$ cat src/rtl/debounce_pkg.sv
// Shared definitions for the button debouncer: FSM state encodings and the
// default hold time (10 ms at 50 MHz).
package debounce_pkg;

  typedef enum logic [1:0] {
    STABLE_LOW  = 2'b00,
    WAIT_HIGH   = 2'b01,
    STABLE_HIGH = 2'b11,
    WAIT_LOW    = 2'b10
  } state_e;

  localparam int unsigned DEF_STABLE_CYCLES = 500000;

endpackage

$ cat src/rtl/sync_2ff.sv
// Two-flop synchronizer for a single asynchronous level; reusable by any
// pin-facing block. Synchronous active-high reset clears both flops.
module sync_2ff (
  input  logic Clk,
  input  logic rst,
  input  logic d,
  output logic q
);

  logic meta_q;
  logic sync_q;

  always_ff @(posedge Clk) begin
    if (rst) begin
      meta_q <= 1'b0;
      sync_q <= 1'b0;
    end else begin
      meta_q <= d;
      sync_q <= meta_q;
    end
  end

  assign q = sync_q;

endmodule

$ cat src/rtl/button_debouncer.sv
// Counter-based debouncer: a new level must persist STABLE_CYCLES sampled edges
// before btn_out follows it. Define DEBOUNCE_SYNC_EN to add a 2-flop input synchronizer.
module button_debouncer
  import debounce_pkg::*;
#(
  parameter int unsigned STABLE_CYCLES = DEF_STABLE_CYCLES
) (
  input  logic Clk,
  input  logic rst,
  input  logic btn_in,
  output logic btn_out,
  output logic rise_pulse,
  output logic fall_pulse
);

  localparam int unsigned CNT_WIDTH = $clog2(STABLE_CYCLES + 1);
  localparam logic [CNT_WIDTH-1:0] CNT_ONE  = CNT_WIDTH'(1);
  localparam logic [CNT_WIDTH-1:0] CNT_LAST = CNT_WIDTH'(STABLE_CYCLES - 1);

  logic s;

`ifdef DEBOUNCE_SYNC_EN
  sync_2ff u_sync (
    .Clk (Clk),
    .rst (rst),
    .d   (btn_in),
    .q   (s)
  );
`else
  assign s = btn_in;
`endif

  state_e                 state_q, state_d;
  logic [CNT_WIDTH-1:0]   cnt_q, cnt_d;
  logic                   btn_q, btn_d;
  logic                   rise_q, rise_d;
  logic                   fall_q, fall_d;

  always_ff @(posedge Clk) begin
    if (rst) begin
      state_q <= STABLE_LOW;
      cnt_q   <= '0;
      btn_q   <= 1'b0;
      rise_q  <= 1'b0;
      fall_q  <= 1'b0;
    end else begin
      state_q <= state_d;
      cnt_q   <= cnt_d;
      btn_q   <= btn_d;
      rise_q  <= rise_d;
      fall_q  <= fall_d;
    end
  end

  // An opposite sample in a WAIT state drops straight back: no partial credit.
  always_comb begin
    state_d = state_q;
    cnt_d   = '0;
    case (state_q)
      STABLE_LOW: begin
        if (s) begin
          state_d = WAIT_HIGH;
          cnt_d   = CNT_ONE;
        end
      end
      WAIT_HIGH: begin
        if (!s) begin
          state_d = STABLE_LOW;
        end else if (cnt_q == CNT_LAST) begin
          state_d = STABLE_HIGH;
        end else begin
          cnt_d = cnt_q + CNT_ONE;
        end
      end
      STABLE_HIGH: begin
        if (!s) begin
          state_d = WAIT_LOW;
          cnt_d   = CNT_ONE;
        end
      end
      WAIT_LOW: begin
        if (s) begin
          state_d = STABLE_HIGH;
        end else if (cnt_q == CNT_LAST) begin
          state_d = STABLE_LOW;
        end else begin
          cnt_d = cnt_q + CNT_ONE;
        end
      end
      default: begin
        state_d = STABLE_LOW;
      end
    endcase
  end

  // Outputs are registered, so they are derived from the transition being taken.
  always_comb begin
    btn_d  = (state_d == STABLE_HIGH) || (state_d == WAIT_LOW);
    rise_d = (state_q == WAIT_HIGH) && (state_d == STABLE_HIGH);
    fall_d = (state_q == WAIT_LOW)  && (state_d == STABLE_LOW);
  end

  assign btn_out    = btn_q;
  assign rise_pulse = rise_q;
  assign fall_pulse = fall_q;

endmodule
$ cat config.mk
export PLATFORM = sky130hd
export DESIGN_NAME = button_debouncer
export DESIGN_NICKNAME = d
export VERILOG_FILES = /design/src/rtl/debounce_pkg.sv /design/src/rtl/sync_2ff.sv /design/src/rtl/button_debouncer.sv
export SDC_FILE = /design/constraint.sdc
export NUM_CORES = 1
export LEC_CHECK = 0
export BUFFER_PORTS_ARGS = -buffer_cell sky130_fd_sc_hd__buf_2
export CAP_MARGIN = 25
export CORE_AREA = 3 3 49 56
export CTS_BUF_LIST = sky130_fd_sc_hd__clkbuf_4 sky130_fd_sc_hd__clkbuf_8
export CTS_CLUSTER_DIAMETER = 100
export DETAILED_ROUTE_END_ITERATION = 12
export DIE_AREA = 0 0 52 59
export PLACE_DENSITY = 0.75
export SLEW_MARGIN = 20
export SYNTH_ARGS = -nofsm -noshare
export SYNTH_HDL_FRONTEND = slang
export SYNTH_SLANG_ARGS = --single-unit
$ cat constraint.sdc
create_clock -name Clk -period 5.48 [get_ports Clk]
set_clock_uncertainty 0.1 [all_clocks]
set_input_delay 0.822 -clock Clk [delete_from_list [all_inputs] [get_ports Clk]]
set_output_delay 0.822 -clock Clk [all_outputs]
set_load 0.01 [all_outputs]
# After elaboration in Yosys (flattened, before gate mapping)
# Cells that the tools add are included.
# word_totals
register_bits	24
wordCells	30
inputBits	3
out_inout_bits	3
# op_classes
mux	13
addsub	1
eq_ne	6
reduce_logical	5
# ops
cell	n
19-bit case mux with 4 select lines	1
19-bit 2-to-1 mux	3
19-bit by 1-bit adder with 19-bit output (second input constant)	1
19-bit equality test (second input constant)	1
2-bit 2-to-1 mux	6
2-bit equality test (second input constant)	4
2-bit case mux with 4 select lines	1
2-bit zero test	2
2-bit by 1-bit equality test with 1-bit output (second input constant)	1
1-bit logical AND	2
1-bit 2-to-1 mux	2
1-bit logical OR	1

# Logic depth before layout (Yosys ltp)
# depth
depth_word	6
ltp_mapped	7
ltp_nobuf	5

# Least setup slack after synthesis
# No wires, ideal clock.
# synth_timing
path_type	input port to flip-flop
startpoint	in btn_in
endpoint	reg cnt_q[15]
arrival_time_ns	1.845
t_required_ns	5.315
cell_stages	5
setup_ns	0.065
path_buffers	1
setup_slack_ns	3.470
cell_sequence	or3b_2 a21oi_1 o21ai_2 buf_2 nor2_1
# synth_via
elab_chain_cells	2
word_cells_on_any_way	3
cone_classes	mux (3)
# synth_rtl
item	line	rtl
from (decl)	button_debouncer.sv:10	input logic btn_in,
19-bit 2-to-1 mux, on equally long branches	button_debouncer.sv:82, button_debouncer.sv:67	
19-bit case mux with 4 select lines (*)	button_debouncer.sv:59	case (state_q)
to (signal assigned)	button_debouncer.sv:48	cnt_q <= cnt_d;
to (decl)	button_debouncer.sv:34	logic [CNT_WIDTH-1:0] cnt_q, cnt_d;
# Every way passes the cells marked *; elsewhere a longest branch is shown, timed or not.
# A chain may end at the register's enable or synchronous reset.

# Worst setup path in the final report
# layout_timing
startpoint	reg cnt_q[0]
endpoint	reg cnt_q[5]
# layout_via
elab_chain_cells	4
word_cells_on_any_way	6
cone_classes	add/sub (1); eq/ne (1); mux (4)
# layout_rtl
item	line
19-bit by 1-bit adder with 19-bit output / 19-bit equality test (equally long branches)	n/a
19-bit 2-to-1 mux (*)	button_debouncer.sv:69, button_debouncer.sv:84
19-bit 2-to-1 mux, on equally long branches	button_debouncer.sv:82, button_debouncer.sv:67
19-bit case mux with 4 select lines (*)	button_debouncer.sv:59
# Marked as above.

==> run summary <==
The achievable frequency was 469 MHz. Yosys printed 0 warnings. Leaving out fill and tap cells, the most frequent cells in the layout are sky130_fd_sc_hd__dfxtp_1, sky130_fd_sc_hd__nor2_1, sky130_fd_sc_hd__nand3_1.

The DRC violation count after routing is 0. The final critical path takes up 38.9% of the cycle. The tools report the overall global routing resource usage as 15.2%. STA puts the critical path data required time at 5560 ps. In this run the vertical extent of the chip is 59 um. The HPWL after detailed placement is 1540 um.

Setup repair after global routing left no endpoint under its margin. The final setup violation count is 0. The flow ran to the end, and the final reports show no timing, DRC or antenna violations.

Via count of the first global-routing pass: 857. The number of hold-repair buffers added at the cts stage is 0, and the proportion of netlist area held by the largest area contributor is 43.6%. Along the worst path, the maximum fanout reaches 17. The max-slew violation total from the final report is 0. The tools report the number of buffers inserted by post-CTS setup repair as 0. The logs give 207 for the total of fill cells in the finished design and 0 for the leftover overflow at the end of global routing. For the antenna diode count, the log shows 0.

The tools report the number of standard cells after synthesis as 125. The slew at the pin closest to its max-slew limit was 672 ps; the quantity of gates resized following cts was 0. STA classifies the critical path startpoint as a flop.

The worst max-slew margin expressed relative to the limit is 55.2%. The ratio of total power to cell area came out at 233 nW/um2. The net count of the finished layout is 136. Clock latency on the worst-skew pair, taken at its later pin, is 310 ps.

Of the cells placed in the final design, the portion with a size suffix greater than 1 is 12.2%. The path class of the tightest hold or removal check is reg -> reg. Data on the critical path arrives at its endpoint at 2210 ps. In this run, synthesis inferred 0 flip-flops with an integrated enable. The placeable core region was 2230 um2. Counting flops with an async set or reset pin after synthesis yields a share of 0%. After clock tree synthesis, the clock-pin slew on the worst setup and hold paths is 130 ps. Counting flops and latches in the post-synthesis netlist gives 24. The total negative slack for setup checks is 0 ps, and the detailed-route wire length is 2050 um. The total vias in the final route is 918. In this run the mean area of a mapped cell was 8.82 um2. For the clock buffer count from CTS, the log shows 3. The final design area excluding fillers is 1190 um2.

The tree is rooted in a sky130_fd_sc_hd__clkbuf_4. The clock passes through at most 2 buffers. Across the run, the number of max-cap violations was 0.

In the synthesized netlist the dominant register cell turns out to be sky130_fd_sc_hd__dfxtp_1. In this run the static leakage power is 0.381 nW. The area growth from synthesis to layout is 7.72%. Counting distinct cell types in the post-synthesis netlist gives 35. The biggest area contributor in the post-synthesis netlist is sky130_fd_sc_hd__dfxtp_1.

The die is 52 um wide. For this configuration, the core starts out at a cell density of 49.4%. The library cell used most frequently in the layout, excluding fill and tap cells, is sky130_fd_sc_hd__dfxtp_1. For the number of antenna violations at the first check in global routing, the log shows 0. For this design, the sink count on the clock tree is 24. After synthesis, the cell types taking the most area are sky130_fd_sc_hd__dfxtp_1, sky130_fd_sc_hd__nor2_1, sky130_fd_sc_hd__xor2_1, sky130_fd_sc_hd__nand3_1, sky130_fd_sc_hd__xnor2_1. The tools report the wire length of the first global-routing pass as 3630 um. The routed wirelength normalized by instance count was 12.8 um; the minimum clock period was 2130 ps. The tools report the maximum level of the CTS H-tree as 1. The share of the Yosys chip area taken by registers is 43.6%. The peak supply drop was 162 uV.

For this design the top-level I/O count stands at 6. The first-pass iteration count of the detailed router came out at 4. The tools report the placed standard-cell area as 1150 um2.

In this run the remaining antenna-violating nets after routing total 0. The cell area after synthesis came out at 1100 um2. Routability-driven placement finished with a final weighted congestion of 0.819. The pin count of the biggest net entering global routing was 18.

The worst setup path is of the reg -> reg kind. The die covers 3070 um2. For the post-synth net total, the log shows 129. The number of buffers added on ports works out to 5.

At the placement stage, the worst setup path has a slack of 3220 ps. After layout, the worst setup slack is 3350 ps. TritonCTS built the clock tree. The tools report the kind of end point of the critical path as a flop. Dividing the detail-routed via count by the number of cells gives 5.70. The number of hold-slack violations in the final timing report was 0; the violation count after the first detailed-route iteration was 14. The cell row count is 18.
## cells in the mapped netlist (all sizes together), types with 2 or more instances
| cell type | count |
|---|---|
| buf | 2 |
| nor2b | 2 |
| o311ai | 2 |
| or4 | 2 |
| nand3 | 12 |
| or3 | 4 |
| dfxtp | 24 |
| nor3 | 2 |
| nor4 | 2 |
| xnor2 | 5 |
| nand4 | 7 |
| and3 | 4 |
| inv | 4 |
| a21oi | 6 |
| and4 | 2 |
| nand2 | 4 |
| nor2 | 18 |
| o21ai | 5 |
| xor2 | 7 |
## power breakdown
part / switching, W / internal (W) / total (W) / leakage (nW)
clock network: 0.0000514 / 0.0000406 / 0.0000920 / 0.0210
registers: 0.00000177 / 0.000176 / 0.000178 / 0.194
logic: 0.00000432 / 0.00000250 / 0.00000681 / 0.166
## flip-flops by register name (all words and copies together) (netlist names)
register,cells
fall_pulse,1
cnt_q,19
rise_pulse,1
btn_out,1
state_q,2
## through the flow
step	total power, W	hold slack (ps)	std cells	util [%]
finish	0.000276	397	161	53.3
detailed placement	0.000188	390	157	51.6
global route	0.000287	445	161	53.3
global placement	0.000188	369	157	51.6
CTS	0.000279	405	161	53.3
floorplan	0.000186	354	125	-
## routing by layer
metal / GRT usage, % / share of wire, % / vias to the layer above
li1: - / - / 470
met5: 0 / 0 / -
met2: 25.1 / 48 / 12
met1: 19.7 / 48 / 432
met4: 5.99 / 1.0 / 0
met3: 2.27 / 2.4 / 4
## final timing paths
check	start	to	slack, ps	cells past startpoint
hold / removal	cnt_q[18]	cnt_q[18]	400	2
setup reg to reg	cnt_q[0]	cnt_q[5]	3350	5
setup / recovery	cnt_q[0]	cnt_q[5]	3350	5
hold reg to reg	cnt_q[18]	cnt_q[18]	400	2
## layout make-up
cell class	instances	area [um2]	share of cell area, %
Sequential cell	24	480	40.5
Inverter	4	15.0	1.26
Tap cell	30	37.5	3.16
Clock buffer	4	36.3	3.06
Multi-Input combinational cell	94	593	49.9
Timing Repair Buffer	5	25.0	2.11
## kinds of logic after synthesis
| group | after synthesis | synth area share, % |
|---|---|---|
| xor gates and xnor gates | 12 | 9.53 |
| DFF | 24 | 43.6 |
| AOI/OAI and AO/OA | 16 | 9.20 |
| and+or+nand+nor | 65 | 33.9 |
| adders and majority gates | 1 | 1.13 |
| buffers and inverters | 7 | 2.61 |
## critical path: stages, from the launching register on
cell	delay, ps
sky130_fd_sc_hd__dfxtp_1	420
sky130_fd_sc_hd__ha_1	240
sky130_fd_sc_hd__and3_1	340
sky130_fd_sc_hd__nand3_1	200
sky130_fd_sc_hd__o21ai_2	590
sky130_fd_sc_hd__nor2_1	120
(Power assumes the default switching activity.)
